### src/rtl/channel_frame_arbiter_if.sv
// ============================================================================
// Module      : channel_frame_arbiter_if
// Description : Channel FIFO heads/pops plus serialized output bundle for the
//               frame-level round-robin arbiter.
// Revision    : 1.0 - initial release
// ============================================================================
`default_nettype none

interface channel_frame_arbiter_if #(
    parameter int DATA_WIDTH  = 64,
    parameter int CHANNEL_NUM = 8
);
    localparam int SEL_WIDTH = $clog2(CHANNEL_NUM);

    logic [CHANNEL_NUM*(DATA_WIDTH+1)-1:0] FIFO_DOUTS;
    logic [CHANNEL_NUM-1:0]                FIFO_EMPTYS;
    logic [CHANNEL_NUM-1:0]                FIFO_RE_ENS;
    logic [CHANNEL_NUM-1:0]                FRAME_PUSH;
    logic [CHANNEL_NUM-1:0]                CH_ENABLE;
    logic                                  PLS_WAIT;
    logic [DATA_WIDTH-1:0]                 SERIALIZED_DATA;
    logic                                  SERIALIZED_LAST;
    logic                                  WR_EN;
    logic [SEL_WIDTH-1:0]                  SELECTED_CHANNEL;
    logic                                  BUSY;
    logic [CHANNEL_NUM-1:0]                CNT_OVERFLOW;

    modport master (
        output FIFO_DOUTS, FIFO_EMPTYS, FRAME_PUSH, CH_ENABLE, PLS_WAIT,
        input  FIFO_RE_ENS, SERIALIZED_DATA, SERIALIZED_LAST, WR_EN,
               SELECTED_CHANNEL, BUSY, CNT_OVERFLOW
    );

    modport slave (
        input  FIFO_DOUTS, FIFO_EMPTYS, FRAME_PUSH, CH_ENABLE, PLS_WAIT,
        output FIFO_RE_ENS, SERIALIZED_DATA, SERIALIZED_LAST, WR_EN,
               SELECTED_CHANNEL, BUSY, CNT_OVERFLOW
    );
endinterface

`default_nettype wire

### src/rtl/channel_frame_arbiter.sv
// ============================================================================
// Module      : channel_frame_arbiter
// Description : Round-robin frame scheduler draining one whole frame at a time
//               from eight FWFT channel FIFOs into a registered serial stream.
// Revision    : 1.0 - initial release
// ============================================================================
`default_nettype none

module channel_frame_arbiter #(
    parameter int DATA_WIDTH      = 64,
    parameter int CHANNEL_NUM     = 8,
    parameter int FRAME_CNT_WIDTH = 8
) (
    input  wire logic              TX_ACLK,
    input  wire logic              TX_ARESET,
    channel_frame_arbiter_if.slave bus
);
    localparam int SEL_W   = $clog2(CHANNEL_NUM);
    localparam int SLICE_W = DATA_WIDTH + 1;

    typedef enum logic [0:0] {
        ST_IDLE = 1'b0,
        ST_XFER = 1'b1
    } state_t;

    state_t                r_state;
    state_t                w_state_nxt;
    logic [SEL_W-1:0]      r_sel;
    logic [SEL_W-1:0]      w_sel_nxt;
    logic [SEL_W-1:0]      r_rr;
    logic [SEL_W-1:0]      w_rr_nxt;
    logic [SEL_W-1:0]      w_grant;
    logic                  w_grant_valid;
    logic                  w_pop;
    logic [CHANNEL_NUM-1:0] w_cand;
    logic [CHANNEL_NUM-1:0] w_re;
    logic [SLICE_W-1:0]    w_slices [CHANNEL_NUM];
    logic [SLICE_W-1:0]    w_head;
    logic                  w_head_last;
    logic                  r_wr;
    logic [DATA_WIDTH-1:0] r_data;
    logic                  r_last;

    generate
        for (genvar j = 0; j < CHANNEL_NUM; j++) begin : g_slices
            assign w_slices[j] = bus.FIFO_DOUTS[j*SLICE_W +: SLICE_W];
        end
    endgenerate

    assign w_head      = w_slices[r_sel];
    assign w_head_last = w_head[DATA_WIDTH];

    // Per-channel count of fully written frames still waiting in the FIFO
    generate
        for (genvar j = 0; j < CHANNEL_NUM; j++) begin : g_pend
            logic [FRAME_CNT_WIDTH-1:0] r_cnt;
            logic                       r_ovf;
            logic                       w_inc;
            logic                       w_dec;

            assign w_inc = bus.FRAME_PUSH[j];
            assign w_dec = w_pop && (r_sel == SEL_W'(j)) && w_head_last;

            always_ff @(posedge TX_ACLK) begin
                if (TX_ARESET) begin
                    r_cnt <= '0;
                    r_ovf <= 1'b0;
                end else if (w_inc && !w_dec) begin
                    if (&r_cnt) begin
                        r_ovf <= 1'b1;
                    end else begin
                        r_cnt <= r_cnt + FRAME_CNT_WIDTH'(1);
                    end
                end else if (w_dec && !w_inc && (r_cnt != '0)) begin
                    r_cnt <= r_cnt - FRAME_CNT_WIDTH'(1);
                end
            end

            assign w_cand[j]            = bus.CH_ENABLE[j] && (r_cnt != '0);
            assign bus.CNT_OVERFLOW[j]  = r_ovf;
        end
    endgenerate

    // First candidate at or above the pointer wins; the highest offset is
    // visited first so the lowest matching offset is what remains.
    always_comb begin
        w_grant_valid = 1'b0;
        w_grant       = r_rr;
        for (int k = CHANNEL_NUM - 1; k >= 0; k--) begin
            if (w_cand[r_rr + SEL_W'(k)]) begin
                w_grant_valid = 1'b1;
                w_grant       = r_rr + SEL_W'(k);
            end
        end
    end

    always_ff @(posedge TX_ACLK) begin
        if (TX_ARESET) begin
            r_state <= ST_IDLE;
            r_sel   <= '0;
            r_rr    <= '0;
        end else begin
            r_state <= w_state_nxt;
            r_sel   <= w_sel_nxt;
            r_rr    <= w_rr_nxt;
        end
    end

    always_comb begin
        w_state_nxt = r_state;
        w_sel_nxt   = r_sel;
        w_rr_nxt    = r_rr;
        w_pop       = 1'b0;
        case (r_state)
            ST_IDLE: begin
                if (w_grant_valid) begin
                    w_state_nxt = ST_XFER;
                    w_sel_nxt   = w_grant;
                end
            end
            ST_XFER: begin
                // Reset gates the pop in the very cycle it is sampled
                w_pop = !bus.FIFO_EMPTYS[r_sel] && !bus.PLS_WAIT && !TX_ARESET;
                if (w_pop && w_head_last) begin
                    w_state_nxt = ST_IDLE;
                    w_rr_nxt    = r_sel + SEL_W'(1);
                end
            end
            default: begin
                w_state_nxt = ST_IDLE;
            end
        endcase
    end

    always_comb begin
        w_re = '0;
        if (w_pop) begin
            w_re[r_sel] = 1'b1;
        end
    end

    always_ff @(posedge TX_ACLK) begin
        if (TX_ARESET) begin
            r_wr   <= 1'b0;
            r_data <= '0;
            r_last <= 1'b0;
        end else begin
            r_wr <= w_pop;
            if (w_pop) begin
                r_data <= w_head[DATA_WIDTH-1:0];
                r_last <= w_head_last;
            end
        end
    end

    assign bus.FIFO_RE_ENS      = w_re;
    assign bus.WR_EN            = r_wr;
    assign bus.SERIALIZED_DATA  = r_data;
    assign bus.SERIALIZED_LAST  = r_last;
    assign bus.SELECTED_CHANNEL = r_sel;
    assign bus.BUSY             = (r_state == ST_XFER);

endmodule

`default_nettype wire

### src/flat_wrapper.sv
// flat-port wrapper written by rule: the top's interface ports become plain ports
module channel_frame_arbiter_flat 
#(
    parameter int DATA_WIDTH      = 64,
    parameter int CHANNEL_NUM     = 8,
    parameter int FRAME_CNT_WIDTH = 8
)
  (TX_ACLK, TX_ARESET, bus_FIFO_DOUTS, bus_FIFO_EMPTYS, bus_FRAME_PUSH, bus_CH_ENABLE, bus_PLS_WAIT, bus_FIFO_RE_ENS, bus_SERIALIZED_DATA, bus_SERIALIZED_LAST, bus_WR_EN, bus_SELECTED_CHANNEL, bus_BUSY, bus_CNT_OVERFLOW);
  channel_frame_arbiter_if #(.DATA_WIDTH(DATA_WIDTH), .CHANNEL_NUM(CHANNEL_NUM)) bus_i ();
  input  wire logic TX_ACLK;
  input  wire logic TX_ARESET;
  input wire logic [$bits(bus_i.FIFO_DOUTS)-1:0] bus_FIFO_DOUTS;
  input wire logic [$bits(bus_i.FIFO_EMPTYS)-1:0] bus_FIFO_EMPTYS;
  input wire logic [$bits(bus_i.FRAME_PUSH)-1:0] bus_FRAME_PUSH;
  input wire logic [$bits(bus_i.CH_ENABLE)-1:0] bus_CH_ENABLE;
  input wire logic [$bits(bus_i.PLS_WAIT)-1:0] bus_PLS_WAIT;
  output wire logic [$bits(bus_i.FIFO_RE_ENS)-1:0] bus_FIFO_RE_ENS;
  output wire logic [$bits(bus_i.SERIALIZED_DATA)-1:0] bus_SERIALIZED_DATA;
  output wire logic [$bits(bus_i.SERIALIZED_LAST)-1:0] bus_SERIALIZED_LAST;
  output wire logic [$bits(bus_i.WR_EN)-1:0] bus_WR_EN;
  output wire logic [$bits(bus_i.SELECTED_CHANNEL)-1:0] bus_SELECTED_CHANNEL;
  output wire logic [$bits(bus_i.BUSY)-1:0] bus_BUSY;
  output wire logic [$bits(bus_i.CNT_OVERFLOW)-1:0] bus_CNT_OVERFLOW;
  assign bus_i.FIFO_DOUTS = bus_FIFO_DOUTS;
  assign bus_i.FIFO_EMPTYS = bus_FIFO_EMPTYS;
  assign bus_i.FRAME_PUSH = bus_FRAME_PUSH;
  assign bus_i.CH_ENABLE = bus_CH_ENABLE;
  assign bus_i.PLS_WAIT = bus_PLS_WAIT;
  assign bus_FIFO_RE_ENS = bus_i.FIFO_RE_ENS;
  assign bus_SERIALIZED_DATA = bus_i.SERIALIZED_DATA;
  assign bus_SERIALIZED_LAST = bus_i.SERIALIZED_LAST;
  assign bus_WR_EN = bus_i.WR_EN;
  assign bus_SELECTED_CHANNEL = bus_i.SELECTED_CHANNEL;
  assign bus_BUSY = bus_i.BUSY;
  assign bus_CNT_OVERFLOW = bus_i.CNT_OVERFLOW;
  channel_frame_arbiter #(.DATA_WIDTH(DATA_WIDTH), .CHANNEL_NUM(CHANNEL_NUM), .FRAME_CNT_WIDTH(FRAME_CNT_WIDTH)) u_core (.TX_ACLK(TX_ACLK), .TX_ARESET(TX_ARESET), .bus(bus_i));
endmodule
### config.mk
export PLATFORM = sky130hd
export DESIGN_NAME = channel_frame_arbiter_flat
export DESIGN_NICKNAME = d
export VERILOG_FILES = /design/src/rtl/channel_frame_arbiter_if.sv /design/src/rtl/channel_frame_arbiter.sv /design/src/flat_wrapper.sv
export SDC_FILE = /design/constraint.sdc
export NUM_CORES = 1
export LEC_CHECK = 0
export BUFFER_PORTS_ARGS = -buffer_cell sky130_fd_sc_hd__buf_4
export CAP_MARGIN = 0
export CORE_AREA = 2 2 249 251
export DETAILED_ROUTE_END_ITERATION = 8
export DIE_AREA = 0 0 251 253
export PLACE_DENSITY_LB_ADDON = 0.15
export SLEW_MARGIN = 25
export SYNTH_ARGS = -nofsm -noshare
export SYNTH_HDL_FRONTEND = slang
export SYNTH_SLANG_ARGS = --single-unit
### constraint.sdc
create_clock -name TX_ACLK -period 4.92 [get_ports TX_ACLK]
set_input_delay 0.492 -clock TX_ACLK [delete_from_list [all_inputs] [get_ports TX_ACLK]]
set_output_delay 0.492 -clock TX_ACLK [all_outputs]
set_load 0.01 [all_outputs]
==> results by stage <==
Timing:
- Derived from the worst setup path, the maximum achievable clock frequency is 234 MHz.
- The tightest slew margin relative to the limit is 29.1%.
- Setup repair after global routing left no endpoint under its margin.
- In the finished design, the share of the clock period the worst path needs comes to between 80 and 90%.
- Across the routed clock network, the largest skew measured is approximately 19 ps.
- The final critical delay including setup and external delays is around 4300 ps.
- At the pin with the least slew margin, the transition time is 1060 ps.
- Across all setup checks in the final design, the least slack found is ~650 ps.
- The number of slew-limit violations in the final report is 0.
- The accumulated negative setup slack is 0 ps.
- The number of hold-slack violations in the final timing report is 0.
- Setup violations remaining at the end of the flow were counted as 0.

CTS:
- Clock latency on the worst-skew pair, taken at its later pin, is about 490 ps.
- The clock buffer count from CTS is 17.
- The CTS tree is done.
- The deepest clock path buffer count is 2.
- The count of instances resized after the clock tree is built is 0.
- The CTS sink count is ~150.
- The clock transition at the register clock pins on the worst setup and hold paths after CTS is around 60 ps.
- The post-CTS setup buffer count is 0.
- The number of H-tree levels is 4.
- CTS placed an instance of clkbuf_16 at the clock tree root.
- In this run, post-CTS hold repair placed 0 buffers.

Min path:
- The worst min-delay path category is in2reg.

Floorplan:
- The horizontal extent of the die is between 200 and 300 µm.
- The floorplan step set the die height to 253 µm.
- The initialized floorplan defines 91 standard-cell rows.
- The total area inside the core boundary comes to between 60000 and 70000 µm².
- The overall die area is about 64000 µm².
- The count of pins on the block boundary is 633.
- The initial core utilization is 18.3%.

Critical path:
- Traced cell by cell, the critical path runs through nor3b_2 -> a2111oi_4 -> o2111ai_4 -> inv_4 -> nand3_1 -> buf_4 -> o31ai_2 -> ha_1 -> a21o_1 -> a21oi_1 -> o21bai_1 -> a21oi_1 -> o21ai_0 -> mux2i_1 -> xnor2_1 -> nor2_1.
- The worst setup path is launched from a flip-flop.
- By instance count, the cell type seen most on the critical path is a21oi_1.
- STA classifies the critical path endpoint as a flip-flop.
- Of all nets on the critical path, the largest fanout is 15.
- The category of cells accounting for the largest share of critical-path delay is compound AO/OA/AOI/OAI gates.
- The data arrival time of the worst path is around 4600 ps.
- The slowest stage of the critical path belongs to the cell dfxtp_1.
- For the worst setup path, the data required time is 5260 ps.
- By startpoint and endpoint, the worst setup path is classified as reg2reg.
- In this design, the stage delay of the slowest critical-path cell is approximately 610 ps.
- The buffer and inverter count on the worst path is 2.

Yosys:
- The average footprint of a synthesized cell is around 8.6 µm².
- By area the synthesized netlist is led by dfxtp_1 (26%), a221oi_1 (10%), a22o_1 (10%).
- The part of the Yosys area used for sequential elements is 26.0%.
- For this run, the number of Yosys warnings is 0.
- The netlist area before placement is around 11000 µm².
- Counting flops and latches in the post-synthesis netlist gives 145.
- The count of different cell masters after synthesis is 77.
- The top cell type by total area after synthesis is dfxtp_1.
- The number of enable-type register cells in the synthesized netlist is 0.
- In this run the biggest area consumer among cell types represents a little over a quarter of the synthesized area.
- The synthesized netlist net count is approximately 1900.
- The most common flop cell mapped by yosys is dfxtp_1.
- In the synthesized netlist the async set-or-reset flop fraction comes to 0%.
- The post-synthesis cell count is ~1300.

Cells and area:
- In the final layout, the share of cells above drive strength 1 is 39.9%.
- The count of filler cells inserted in the layout is approximately 6600.
- Measured on the finished design, the core utilization comes to 28.4%.
- The most frequent standard cell in the layout excluding fill and tap cells is buf_4.
- The footprint of the flip-flops and latches is 2900 µm².
- At the end of the flow, the number of nets in the layout was around 2500.
- The top cell types in the final layout, fill and taps aside, are buf_4 (657), nor2_1 (168), dfxtp_1 (145).
- The layout overhead on the synthesized area is 55.5%.
- The footprint of the multi-input gates is roughly 7700 µm².

Placed design:
- Detailed placement ended at an HPWL of a little under 70 mm.
- The count of buffers added on input and output ports is 632.
- At the end of routability-driven placement, the weighted congestion stood at approximately 0.91.
- The post-placement setup slack is around 330 ps.

Routing:
- The first TritonRoute pass finished after 5 iterations.
- The final layout contains routed wiring with a total length of ~83 mm.
- The via-per-instance ratio is approximately 5.1.
- The remaining antenna violation count is 0.
- The average wire length per cell after detail routing is roughly 31 µm.
- The number of design-rule violations left by the first detailed-router iteration is 1031.
- The number of vias after detailed routing is roughly 14000.
- For this run, design rule violations remaining after detail routing come to 0.

Global route:
- The first global-routing pass estimated approximately 110 mm of wire.
- The via count of the first global-routing pass is about 14000.
- The total grt overflow is 0.
- Entering global routing, the biggest net connects about 150 pins.
- The number of antenna violations at the first check in global routing is 33.
- Global routing used 25.5% of the available tracks.

Status:
- The run finished with clean final reports.

Pwr:
- The power density normalized to cell area is 307 nW/µm².
- IR analysis of the VDD net gives a maximum drop of about 0.17 mV.
- The overall power after layout is approximately 5.3 mW.
- Summed over all cells, the static leakage comes to 7.39 nW.

Run:
- The max-cap check violation count is 0.
[power by group]
part / switching (mW) / leakage, nW / internal [mW]
sequential: 0.158 / 1.19 / 1.31
combinational: 1.39 / 5.94 / 1.15
clock: 0.604 / 0.259 / 0.719
[Yosys cell counts (all sizes together) (8+ instances only)]
master / instances
inv: 30
a21oi: 61
xor2: 12
a221oi: 129
o21ai: 26
ha: 58
fa: 8
a22o: 128
a211oi: 10
or4: 14
nand3: 24
xnor2: 45
buf: 24
nand2: 55
a311oi: 66
nand4: 24
nor2: 170
o21bai: 14
dfxtp: 145
clkbuf: 82
a21o: 17
o22ai: 10
mux2i: 36
[worst min-delay path, delay by kind of cell]
kind | cells | cell delay, ps
simple gates | 1 | 80
buf+inv | 1 | 100
compound gates | 1 | 70
[worst paths after layout]
check | cells after the start | to | from | slack (ps)
max | 16 | u_core.g_pend[0].r_cnt[7]$_SDFFE_PP0P_ | u_core.bus.SELECTED_CHANNEL[0]$_SDFFE_PP0P_ | 650
max reg2reg | 16 | u_core.g_pend[0].r_cnt[7]$_SDFFE_PP0P_ | u_core.bus.SELECTED_CHANNEL[0]$_SDFFE_PP0P_ | 650
min reg2reg | 2 | u_core.bus.SERIALIZED_LAST$_SDFFE_PP0P_ | u_core.bus.SERIALIZED_LAST$_SDFFE_PP0P_ | 470
min | 3 | u_core.g_pend[6].r_ovf$_SDFFE_PP0P_ | bus_FRAME_PUSH[6] | 300
[cell type report]
type	count	area share, %
Tap cell	790	5.70
Antenna cell	12	0.173
Inverter	31	0.685
Multi-Input combinational cell	1011	44.5
Sequential cell	145	16.7
Clock buffer	23	2.70
Clock inverter	9	0.483
Timing Repair Buffer	663	29.0
[metal layers]
metal / global-route usage, % / part of all wire [%]
met1: 33.0 / 44
met2: 40.2 / 46
met3: 8.93 / 8.7
met4: 6.72 / 1.6
met5: 0 / 0.060
[cell families after synthesis]
family	synth area share, %
adders and majority gates	7.94
AOI/OAI and AO/OA	37.0
and+or+nand+nor	13.9
xor gates and xnor gates	4.47
buffers and inverters	5.33
muxes	5.42
DFF	26.0
[flip-flops by register name, indices dropped and copies added, names as in the netlist]
name                         cells
u_core.g_pend.r_ovf              8
u_core.bus.WR_EN                 1
u_core.bus.SERIALIZED_LAST       1
u_core.g_pend.r_cnt             64
u_core.r_rr                      3
u_core.bus.BUSY                  1
u_core.bus.SELECTED_CHANNEL      3
u_core.bus.SERIALIZED_DATA      64
[stage by stage]
| step | instances | instance area, µm² | hold slack, ps |
|---|---|---|---|
| after floorplan | 1294 | 11200 | 426 |
| after global placement | 2639 | 16700 | 471 |
| after detailed placement | 2640 | 16800 | 459 |
| after CTS | 2672 | 17300 | 240 |
| after global routing | 2681 | 17300 | 272 |
| final | 2684 | 17300 | 297 |
(Power assumes the default switching activity.)
